### config.mk
export PLATFORM = sky130hd
export DESIGN_NAME = multi_cycle_ctrl
export DESIGN_NICKNAME = d
export VERILOG_FILES = /design/src/rtl/multi_cycle_ctrl_pkg.sv /design/src/rtl/multi_cycle_ctrl_alu_decode.sv /design/src/rtl/multi_cycle_ctrl.sv
export SDC_FILE = /design/constraint.sdc
export NUM_CORES = 1
export LEC_CHECK = 0
export ABC_CLOCK_PERIOD_IN_PS = 2700
export CORE_MARGIN = 4
export CORE_UTILIZATION = 30
export CTS_CLUSTER_SIZE = 20
export DETAILED_ROUTE_END_ITERATION = 10
export GPL_TIMING_DRIVEN = 0
export MAX_ROUTING_LAYER = met4
export PLACE_DENSITY_LB_ADDON = 0.25
export SYNTH_ARGS = -nofsm -noshare
export SYNTH_HDL_FRONTEND = slang
export SYNTH_SLANG_ARGS = --single-unit
### constraint.sdc
create_clock -name clk -period 2.7 [get_ports clk]
set_input_delay 0.27 -clock clk [delete_from_list [all_inputs] [get_ports clk]]
set_output_delay 0.27 -clock clk [all_outputs]
set_load 0.01 [all_outputs]
### src/rtl/multi_cycle_ctrl_pkg.sv
// rtl/multi_cycle_ctrl_pkg.sv - state, opcode, funct and select encodings for the multi-cycle control FSM
package mc_defs;

    localparam logic [3:0] S_FETCH  = 4'd0;
    localparam logic [3:0] S_DECODE = 4'd1;
    localparam logic [3:0] S_MEMADR = 4'd2;
    localparam logic [3:0] S_MEMRD  = 4'd3;
    localparam logic [3:0] S_MEMWB  = 4'd4;
    localparam logic [3:0] S_MEMWR  = 4'd5;
    localparam logic [3:0] S_EXEC   = 4'd6;
    localparam logic [3:0] S_ALUWB  = 4'd7;
    localparam logic [3:0] S_IEXEC  = 4'd8;
    localparam logic [3:0] S_IWB    = 4'd9;
    localparam logic [3:0] S_BEQ    = 4'd10;
    localparam logic [3:0] S_JUMP   = 4'd11;
    localparam logic [3:0] S_JAL    = 4'd12;
    localparam logic [3:0] S_JR     = 4'd14;

    localparam logic [5:0] OP_RTYPE = 6'b000000;
    localparam logic [5:0] OP_J     = 6'b000010;
    localparam logic [5:0] OP_JAL   = 6'b000011;
    localparam logic [5:0] OP_BEQ   = 6'b000100;
    localparam logic [5:0] OP_ORI   = 6'b001101;
    localparam logic [5:0] OP_LUI   = 6'b001111;
    localparam logic [5:0] OP_LW    = 6'b100011;
    localparam logic [5:0] OP_SW    = 6'b101011;

    localparam logic [5:0] FN_NOP   = 6'b000000;
    localparam logic [5:0] FN_JR    = 6'b001000;
    localparam logic [5:0] FN_ADDU  = 6'b100001;
    localparam logic [5:0] FN_SUBU  = 6'b100011;
    localparam logic [5:0] FN_AND   = 6'b100100;
    localparam logic [5:0] FN_OR    = 6'b100101;
    localparam logic [5:0] FN_SLT   = 6'b101010;

    localparam logic [2:0] ALU_AND  = 3'b000;
    localparam logic [2:0] ALU_OR   = 3'b001;
    localparam logic [2:0] ALU_ADD  = 3'b010;
    localparam logic [2:0] ALU_SUB  = 3'b110;
    localparam logic [2:0] ALU_SLT  = 3'b111;

    localparam logic [2:0] SRCB_REGB   = 3'b000;
    localparam logic [2:0] SRCB_FOUR   = 3'b001;
    localparam logic [2:0] SRCB_SIMM   = 3'b010;
    localparam logic [2:0] SRCB_SIMM2  = 3'b011;
    localparam logic [2:0] SRCB_ZIMM   = 3'b100;
    localparam logic [2:0] SRCB_IMMHI  = 3'b101;

    localparam logic [1:0] PCSRC_ALU    = 2'b00;
    localparam logic [1:0] PCSRC_ALUOUT = 2'b01;
    localparam logic [1:0] PCSRC_JUMP   = 2'b10;
    localparam logic [1:0] PCSRC_REGA   = 2'b11;

    localparam logic [1:0] RDST_RT = 2'b00;
    localparam logic [1:0] RDST_RD = 2'b01;
    localparam logic [1:0] RDST_RA = 2'b10;

    localparam logic [1:0] WB_ALUOUT = 2'b00;
    localparam logic [1:0] WB_MDR    = 2'b01;
    localparam logic [1:0] WB_PC     = 2'b10;

endpackage

### src/rtl/multi_cycle_ctrl_alu_decode.sv
// rtl/multi_cycle_ctrl_alu_decode.sv - R-type funct to ALUControl decode
module mc_alu_decode
    import mc_defs::*;
(
    input  logic [5:0] i_funct,
    output logic [2:0] o_alu_ctl,
    output logic       o_valid
);

    // Map supported ALU functs; o_valid flags whether funct is one of them.
    always_comb begin
        o_alu_ctl = ALU_ADD;
        o_valid   = 1'b1;
        case (i_funct)
            FN_ADDU: o_alu_ctl = ALU_ADD;
            FN_SUBU: o_alu_ctl = ALU_SUB;
            FN_AND:  o_alu_ctl = ALU_AND;
            FN_OR:   o_alu_ctl = ALU_OR;
            FN_SLT:  o_alu_ctl = ALU_SLT;
            default: o_valid   = 1'b0;
        endcase
    end

endmodule

### src/rtl/multi_cycle_ctrl.sv
// rtl/multi_cycle_ctrl.sv - multi-cycle MIPS control FSM with wait-state memory handshake
module multi_cycle_ctrl
    import mc_defs::*;
(
    input  logic       clk,
    input  logic       reset,
    input  logic [5:0] opcode,
    input  logic [5:0] funct,
    input  logic       zero,
    input  logic       mem_ready,
    output logic       mem_req,
    output logic       IorD,
    output logic       MemWrite,
    output logic       IRWrite,
    output logic       PCWrite,
    output logic [1:0] PCSource,
    output logic       ALUSrcA,
    output logic [2:0] ALUSrcB,
    output logic [2:0] ALUControl,
    output logic       RegWrite,
    output logic [1:0] RegDst,
    output logic [1:0] WBSrc,
    output logic       instr_done,
    output logic       illegal,
    output logic [3:0] state_dbg
);

    logic [3:0] r_state;
    logic [3:0] w_next;
    logic [2:0] w_exec_ctl;
    logic       w_funct_alu;

    mc_alu_decode u_alu_decode (
        .i_funct   (funct),
        .o_alu_ctl (w_exec_ctl),
        .o_valid   (w_funct_alu)
    );

    assign state_dbg = r_state;

    // State register; reset always lands in FETCH.
    always_ff @(posedge clk) begin
        if (reset) r_state <= S_FETCH;
        else       r_state <= w_next;
    end

    // Next-state: memory states hold until mem_ready, DECODE dispatches on opcode/funct.
    always_comb begin
        w_next = S_FETCH;
        case (r_state)
            S_FETCH:  w_next = mem_ready ? S_DECODE : S_FETCH;
            S_DECODE: begin
                case (opcode)
                    OP_LW, OP_SW: w_next = S_MEMADR;
                    OP_RTYPE: begin
                        if (funct == FN_JR)    w_next = S_JR;
                        else if (w_funct_alu)  w_next = S_EXEC;
                        else                   w_next = S_FETCH;
                    end
                    OP_BEQ:         w_next = S_BEQ;
                    OP_ORI, OP_LUI: w_next = S_IEXEC;
                    OP_J:           w_next = S_JUMP;
                    OP_JAL:         w_next = S_JAL;
                    default:        w_next = S_FETCH;
                endcase
            end
            S_MEMADR: w_next = (opcode == OP_LW) ? S_MEMRD : S_MEMWR;
            S_MEMRD:  w_next = mem_ready ? S_MEMWB : S_MEMRD;
            S_MEMWR:  w_next = mem_ready ? S_FETCH : S_MEMWR;
            S_EXEC:   w_next = S_ALUWB;
            S_IEXEC:  w_next = S_IWB;
            default:  w_next = S_FETCH;
        endcase
    end

    // Output decode per state; strobes are suppressed while reset is high so a
    // reset mid-access drops mem_req and never completes the write or IR load.
    always_comb begin
        mem_req    = 1'b0;
        IorD       = 1'b0;
        MemWrite   = 1'b0;
        IRWrite    = 1'b0;
        PCWrite    = 1'b0;
        PCSource   = PCSRC_ALU;
        ALUSrcA    = 1'b0;
        ALUSrcB    = SRCB_REGB;
        ALUControl = ALU_ADD;
        RegWrite   = 1'b0;
        RegDst     = RDST_RT;
        WBSrc      = WB_ALUOUT;
        instr_done = 1'b0;
        illegal    = 1'b0;
        case (r_state)
            S_FETCH: begin
                mem_req = 1'b1;
                ALUSrcB = SRCB_FOUR;
                IRWrite = mem_ready;
                PCWrite = mem_ready;
            end
            S_DECODE: begin
                ALUSrcB = SRCB_SIMM2;
                if (opcode == OP_RTYPE) begin
                    instr_done = (funct == FN_NOP);
                    illegal    = !w_funct_alu && (funct != FN_JR) && (funct != FN_NOP);
                end else begin
                    case (opcode)
                        OP_LW, OP_SW, OP_BEQ, OP_ORI, OP_LUI, OP_J, OP_JAL: illegal = 1'b0;
                        default: illegal = 1'b1;
                    endcase
                end
            end
            S_MEMADR: begin
                ALUSrcA = 1'b1;
                ALUSrcB = SRCB_SIMM;
            end
            S_MEMRD: begin
                mem_req = 1'b1;
                IorD    = 1'b1;
            end
            S_MEMWB: begin
                RegWrite   = 1'b1;
                WBSrc      = WB_MDR;
                instr_done = 1'b1;
            end
            S_MEMWR: begin
                mem_req    = 1'b1;
                MemWrite   = 1'b1;
                IorD       = 1'b1;
                instr_done = mem_ready;
            end
            S_EXEC: begin
                ALUSrcA    = 1'b1;
                ALUControl = w_exec_ctl;
            end
            S_ALUWB: begin
                RegWrite   = 1'b1;
                RegDst     = RDST_RD;
                instr_done = 1'b1;
            end
            S_IEXEC: begin
                ALUSrcA = 1'b1;
                if (opcode == OP_LUI) begin
                    ALUSrcB = SRCB_IMMHI;
                end else begin
                    ALUSrcB    = SRCB_ZIMM;
                    ALUControl = ALU_OR;
                end
            end
            S_IWB: begin
                RegWrite   = 1'b1;
                instr_done = 1'b1;
            end
            S_BEQ: begin
                ALUSrcA    = 1'b1;
                ALUControl = ALU_SUB;
                PCSource   = PCSRC_ALUOUT;
                PCWrite    = zero;
                instr_done = 1'b1;
            end
            S_JUMP: begin
                PCWrite    = 1'b1;
                PCSource   = PCSRC_JUMP;
                instr_done = 1'b1;
            end
            S_JAL: begin
                PCWrite    = 1'b1;
                PCSource   = PCSRC_JUMP;
                RegWrite   = 1'b1;
                RegDst     = RDST_RA;
                WBSrc      = WB_PC;
                instr_done = 1'b1;
            end
            S_JR: begin
                PCWrite    = 1'b1;
                PCSource   = PCSRC_REGA;
                instr_done = 1'b1;
            end
            default: begin
                mem_req = 1'b0;
            end
        endcase
        if (reset) begin
            mem_req    = 1'b0;
            MemWrite   = 1'b0;
            IRWrite    = 1'b0;
            PCWrite    = 1'b0;
            RegWrite   = 1'b0;
            instr_done = 1'b0;
            illegal    = 1'b0;
        end
    end

endmodule

# Word level (Yosys, flattened, before mapping)
# Cells that the tools add are included.
# totals
regBits,4
in_bits,16
out_inout_bits,25
word_cells,82
# classes
eq_ne,27
muxes,36
n_reduce_logical,18
# op_table
cell,count
$eq A6 B6 Y1 const B,7
$pmux W4 S7,1
$eq A4 B4 Y1 const B,6
$pmux W3 S4,2
$pmux W4 S6,1
$mux W1,20
$eq A6 B4 Y1 const B,3
$eq A4 B3 Y1 const B,4
$reduce_or A7 Y1,2
$eq A6 B2 Y1 const B,2
$logic_not A6 Y1,2
$mux W3,4
$pmux W3 S3,1
$eq A4 B2 Y1 const B,2
$pmux W2 S2,2
$reduce_or A2 Y1,4
$reduce_or A4 Y1,2
$eq A6 B3 Y1 const B,1
$ne A6 B4 Y1 const B,1
$pmux W1 S3,2
$pmux W2 S3,1
$reduce_bool A6 Y1,1
$reduce_or A3 Y1,2
$reduce_or A5 Y1,1
other kinds (6),7

# Depth between registers and ports, before layout
# Gate-level depths: netlist (run 1).
# depth
word_depth,9
mapped_depth,6
ltp_nobuf,5

# Modules after synthesis
# A second synthesis (run 1) with hierarchy kept.
# hier_totals
hier_cells,134
area_unflattened_um2,865.8
# modules_own_cells
module,instances,cells_each,area_per_inst_um2,seq_area_each_um2
multi_cycle_ctrl,1,122,785.8,80.1
mc_alu_decode,1,12,80.1,0.0

# Worst setup path before layout (run 1)
# No wires, ideal clock.
# synth_path
path_kind,input to output
from,input port opcode[3]
to,output port instr_done
arrival_ps,2076
t_required_ps,2430
path_slack_ps,354
cell_stages,6
path_buffers,1
cell_sequence,buf_6 -> or4_4 -> or4_4 -> or4_4 -> a2bb2oi_1 -> nor2_2
# synth_via
elab_chain_len,4
# synth_lines
element,line_no,rtl
"start, declared",multi_cycle_ctrl.sv:7,"input logic [5:0] opcode,"
$logic_not A6 Y1,multi_cycle_ctrl.sv:102,if (opcode == OP_RTYPE) begin
$mux W1,multi_cycle_ctrl.sv:102,
$pmux W1 S3,multi_cycle_ctrl.sv:93,case (r_state)
$mux W1,multi_cycle_ctrl.sv:182,if (reset) begin
"end, declared",multi_cycle_ctrl.sv:23,"output logic instr_done,"
# Every way passes these cells.

# Worst setup path after layout (run 1)
# layout_path
from,input port opcode[2]
to,output port illegal
# layout_via
elab_chain_len,6
elab_cells_between_ends,13
cone_classes,eq/ne: 7; mux: 4; reduce/logical: 2
# layout_lines
element,line_no,rtl
"$eq A6 B6 Y1, or another cell as far along",multi_cycle_ctrl.sv:106,case (opcode)
$reduce_or A7 Y1,multi_cycle_ctrl.sv:106,
$mux W1,multi_cycle_ctrl.sv:106,
$mux W1 *,multi_cycle_ctrl.sv:102,
$mux W1 *,multi_cycle_ctrl.sv:93,
$mux W1 *,multi_cycle_ctrl.sv:182,
"end, declared",multi_cycle_ctrl.sv:24,"output logic illegal,"
# Mark *: on every way between the ends. The rest lies on a longest branch, timed or not.

==> flow_summary_export.csv, run 1 <==
group,metric,value,unit
die,pin_count,41,
sta,worstMarginPinSlew,0.442,ns
status,status,"completed",
sta,whs,0.502,ns
min_path,hp-class,"in -> reg",
synth,avgSynthCellArea,6.31,um2
drt,vias_per_cell,5.55,
finish,final_cell_mix,"clkdlybuf4s50_1 (33), nor2_1 (20), nand2_1 (9), o21ai_0 (9), a21oi_1 (8)",
power_and_ir_drop,p_total,0.222,mW
finish,area_growth,49.4,%
grt,grt.total_usage,0.156,
clocking,cts_tree,"done",
sta,period_share,0.961,
power_and_ir_drop,ir_drop,0.176,mV
worst_setup_path,crit_family,"simple AND/OR/NAND/NOR gates",
grt,grtUsageMet2,0.252,
finish,largest_register_ffs,4,
finish,antenna_cells,0,
power_and_ir_drop,leakage,0.456,nW
clocking,clk_pin_slew,0.03,ns
clocking,cts.sinks,4,
worst_setup_path,critical_path_depth,7,
drt,ant_nets,0,
grt,grt_max_degree,11,
grt,met1_usage,0.219,
worst_setup_path,endpoint,"illegal",
worst_setup_path,cp.required,2.43,ns
grt,busiest_layer,"met2",
finish,register_area,80.1,um2
worst_setup_path,path_common_cell,"or4_4",
worst_setup_path,r2r_slack,0.84,ns
drt,wl_per_cell,13.7,um
grt,grt_overflow,0,
synth,syn_area,846,um2
worst_setup_path,crit_start,"opcode[2]",
synth,synthFlopType,"dfxtp_1",
drt,drt_iter0_drc,36,
finish,final_common_cell,"clkdlybuf4s50_1",
worst_setup_path,path_class,"in -> out",
sta,grt_setup_unrepaired,"false",
synth,synth_edf_count,0,
sta,drv_slew,0,
worst_setup_path,r2r_end,"state_dbg[0]",
worst_setup_path,rr_worst_depth,5,
sta,finClkSkew,0.000394,ns
power_and_ir_drop,power.density,175,nW/um2
sta,hold_viol,0,
worst_setup_path,path_cells,"buf_2 > or4_4 > or4_4 > or4_4 > o211ai_1 > nor2_1 > clkdlybuf4s15_1",
worst_setup_path,worstPathMaxFanout,8,
sta,finalSetupViolations,0,
die,rows,18,
placed_design,portBuffers,38,
synth,netlist_instances,134,
worst_setup_path,cp_num_buf_inv,2,
synth,seq_area_frac_synth,0.0947,
drt,dr.pass1.iters,4,
worst_setup_path,cp-end-kind,"output port",
synth,syn_nets,150,
finish,n_fill_cell,277,
grt,antenna_found_initial,0,
placed_design,gp_congestion,0.863,
sta,period_needed,2.59,ns
worst_setup_path,r2r-start,"state_dbg[2]",
worst_setup_path,max_stage_delay,0.55,ns
die,design.die.area,3730,um2
finish,multi_input_area,702,um2
clocking,clk_path_buf_depth,2,
flow_run,drv_cap,0,
clocking,root_buffer,"clkbuf_4",
clocking,clock_latency,0.22,ns
finish,drive_above_1_share,0.109,
worst_setup_path,arrival,2.32,ns
worst_setup_path,cp_slowest_cell,"or4_4",
die,die_h,61.1,um
die,core,2590,um2
synth,async_flop_share,0,
grt,grt_pass1_vias,1036,
grt,grtUsageMet3,0.00629,
synth,ys.warnings.count,0,
clocking,cts_buffers,3,
grt,grt_pass1_wl,4540,um
clocking,h-tree-depth,1,
drt,drt-total-wl,2790,um
synth,synth_cell_type_count,41,
sta,timing.fmax,0.386,GHz
drt,drc,0,
worst_setup_path,crit_path_start_kind,"input pin",
sta,max_slew_margin,0.705,
die,initial_utilization,0.327,
synth,ys_ff_latch,4,
die,die_w,61.1,um
placed_design,dp_hpwl,2230,um
finish,final_nets,192,
clocking,cts_setup_buffers,0,
drt,num_vias,1132,
-- worst reg2reg max path, cell delays in order (launching register included) --
cell and delay (ns):
dfxtp_1 0.40, or4b_2 0.71, nor2_1 0.15, o21ai_0 0.10
nor4b_1 0.30, o21a_1 0.15
-- synthesized netlist by cell type, types with 2 or more instances --
cell type,n,area share
o21a_1,3,0.027
or2_2,3,0.022
a31oi_1,3,0.022
dfxtp_1,4,0.095
nor2b_1,4,0.030
xor2_1,2,0.021
nor4b_1,3,0.031
nor2_1,20,0.089
o21ai_0,9,0.053
nor3_1,3,0.018
nand2b_1,7,0.052
inv_1,4,0.018
nand2_1,9,0.040
a221oi_1,2,0.021
nand3_1,7,0.041
a41o_1,2,0.024
or4_4,3,0.040
a211oi_1,3,0.027
clkbuf_1,8,0.036
and3_1,3,0.022
o2bb2ai_1,3,0.031
a21oi_1,8,0.047
o211ai_1,2,0.018
nor3b_1,2,0.018
-- repair_timing --
item / 4_1_cts / 5_1_grt
hold buffers: 0 / 0
resized for setup: 13 / 7
endpoints found under the setup margin: 2 / 7
endpoints found under the hold margin: 0 / 0
-- metrics by stage --
stage                     utilization  instances  instance area [um2]  TNS (ns)  worst slack, ns
after floorplan                     -        134                  846         0            0.354
after global placement          0.488        202                 1260     -1.24           -0.678
after detailed placement        0.488        202                 1260     -1.24           -0.681
after CTS                       0.495        205                 1280         0          0.00393
after global routing            0.488        204                 1260         0           0.0237
final                           0.488        204                 1260         0            0.106
-- where the power goes --
group | switching, mW | internal, mW
Clock | 0.0191 | 0.0493
Sequential | 0.00152 | 0.0605
Combinational | 0.0450 | 0.0463
Total | 0.0656 | 0.156
-- routing by layer --
metal	routed length, um	share of wire
met5	0	0
met4	0	0
met3	181	0.065
met2	1320	0.47
met1	1300	0.46
-- worst min-delay path by stage --
stage | from | endpoint | slack (ns) | depth (start not counted)
after CTS | opcode[2] | state_dbg[1] | 0.48 | 3
after global placement | state_dbg[3] | state_dbg[3] | 0.74 | 3
after global routing | opcode[3] | state_dbg[2] | 0.54 | 5
after detailed placement | state_dbg[3] | state_dbg[3] | 0.75 | 3
after floorplan | reset | state_dbg[0] | 0.46 | 2
final | opcode[2] | state_dbg[1] | 0.50 | 3
-- final cells by class --
cell class | count | share of cell area
sequential | 4 | 0.0634
tap | 30 | 0.0297
clock buffer | 3 | 0.0178
multi-input combinational | 116 | 0.555
inverter | 4 | 0.0119
buffer | 9 | 0.0366
timing repair buffer | 38 | 0.285
-- cell families after synthesis --
| kind of cell | Yosys count | share of synthesized area |
|---|---|---|
| AO/OA/AOI/OAI | 41 | 0.327 |
| flip-flops | 4 | 0.0947 |
| buffers and inverters | 14 | 0.0754 |
| AND/OR/NAND/NOR | 72 | 0.472 |
| XOR/XNOR | 3 | 0.0311 |
No activity file was read; power rests on OpenSTA's default activity.
==> run 2, diff against run 1 <==
--- a/config.mk
+++ b/config.mk
@@ -5,9 +5,10 @@
 export SDC_FILE = /design/constraint.sdc
 export NUM_CORES = 1
 export LEC_CHECK = 0
+export ABC_AREA = 0
 export ABC_CLOCK_PERIOD_IN_PS = 2700
 export CORE_MARGIN = 4
-export CORE_UTILIZATION = 30
+export CORE_UTILIZATION = 40
 export CTS_CLUSTER_SIZE = 20
 export DETAILED_ROUTE_END_ITERATION = 10
 export GPL_TIMING_DRIVEN = 0
==> flow_summary_export.csv, run 2 (synthesis gave the netlist of run 1 again) <==
group,metric,value,unit
sta,period_share,0.980,
die,core,1980,um2
status,status,"completed",
clocking,hold_buffers,0,
clocking,clk_pin_slew,0.04,ns
sta,max_slew_margin,0.681,
placed_design,gp_congestion,0.911,
finish,final_util,0.641,
grt,antenna_found_initial,0,
clocking,clock_latency,0.23,ns
worst_setup_path,worstPathMaxFanout,6,
grt,grt_pass1_wl,4670,um
drt,drt_iter0_drc,17,
finish,finalInstanceArea,1270,um2
clocking,cts_buffers,3,
sta,drv_slew,0,
worst_setup_path,cp-end-kind,"output port",
sta,worstMarginPinSlew,0.478,ns
drt,drc,0,
finish,multi_input_area,702,um2
finish,antenna_cells,0,
flow_run,drv_cap,0,
power_and_ir_drop,power.density,177,nW/um2
placed_design,portBuffers,38,
sta,hold_viol,0,
drt,dr.pass1.iters,4,
finish,final_nets,192,
clocking,ctsResizeCount,12,
clocking,root_buffer,"clkbuf_4",
power_and_ir_drop,ir_drop,0.229,mV
placed_design,dp_hpwl,2260,um
min_path,hp-class,"in -> reg",
clocking,cts.sinks,4,
worst_setup_path,path_class,"in -> out",
drt,vias_per_cell,5.79,
sta,period_needed,2.65,ns
finish,final_cell_mix,"clkdlybuf4s50_1 (33), nor2_1 (20), nand2_1 (9), o21ai_0 (9), a21oi_1 (8)",
grt,grt.total_usage,0.217,
sta,setup-tns-final,0,ns
clocking,cts_setup_buffers,0,
grt,grt_max_degree,11,
die,design.die.area,2910,um2
finish,final_common_cell,"clkdlybuf4s50_1",
finish,largest_register_ffs,4,
worst_setup_path,crit_path_start_kind,"input pin",
finish,n_fill_cell,197,
sta,grt_setup_unrepaired,"false",
die,die_h,54.0,um
die,initial_utilization,0.427,
drt,ant_nets,0,
clocking,clk_path_buf_depth,2,
die,die_w,54.0,um
grt,grt_pass1_vias,1061,
die,pin_count,41,
worst_setup_path,cp.required,2.43,ns
sta,finalSetupViolations,0,
finish,drive_above_1_share,0.103,
sta,finClkSkew,0.00433,ns
grt,grt_overflow,0,
drt,wl_per_cell,14.0,um
placed_design,dpl_cell_area,1260,um2
sta,timing.fmax,0.378,GHz
clocking,cts_tree,"done",
die,rows,16,
finish,area_growth,50.1,%
power_and_ir_drop,leakage,0.458,nW
clocking,h-tree-depth,1,
worst_setup_path,arrival,2.38,ns
drt,num_vias,1164,
finish,register_area,80.1,um2
drt,drt-total-wl,2820,um
[run 2: per-layer routing]
metal  vias up  wire length [um]  global-route usage
met5         -                 0                   -
met2        53              1410               0.393
met3         0               171              0.0166
met1       534              1240               0.259
li1        577                 -                   -
met4         0                 0              0.0498
[run 2: path summary, 6_finish.rpt]
path | startpoint | slack, ns | end | depth (start not counted)
worst max-delay path | opcode[4] | 0.05 | illegal | 7
worst min-delay path | opcode[2] | 0.48 | state_dbg[1] | 3
worst max register to register | state_dbg[2] | 0.81 | state_dbg[0] | 5
worst min register to register | state_dbg[3] | 0.74 | state_dbg[3] | 3
[run 2: stage by stage]
step	hold slack [ns]	worst slack (ns)	power, mW	cells
final	0.477	0.0539	0.225	201
after global routing	0.478	0.00649	0.244	201
after CTS	0.464	0.00987	0.227	202
after detailed placement	0.734	-0.692	0.156	199
after global placement	0.735	-0.670	0.154	199
after floorplan	0.459	0.354	0.107	134
[run 2: cell type report]
class                           count  share of cell area
Tap cell                           27              0.0266
Multi-Input combinational cell    116               0.553
Inverter                            4              0.0118
Buffer                              9              0.0365
Sequential cell                     4              0.0631
Timing Repair Buffer               38               0.292
Clock buffer                        3              0.0177
[run 2: power by group]
group | switching [mW] | internal [mW]
Combinational | 0.0458 | 0.0465
Clock | 0.0214 | 0.0495
Sequential | 0.00156 | 0.0605
[run 2: worst max-delay path: stages]
cell and delay, ns:
clkdlybuf4s15_1 0.25, or4_4 0.46, or4_4 0.44, or4_4 0.50, o211ai_1 0.11, nor2_1 0.05
dlygate4sd2_1 0.29
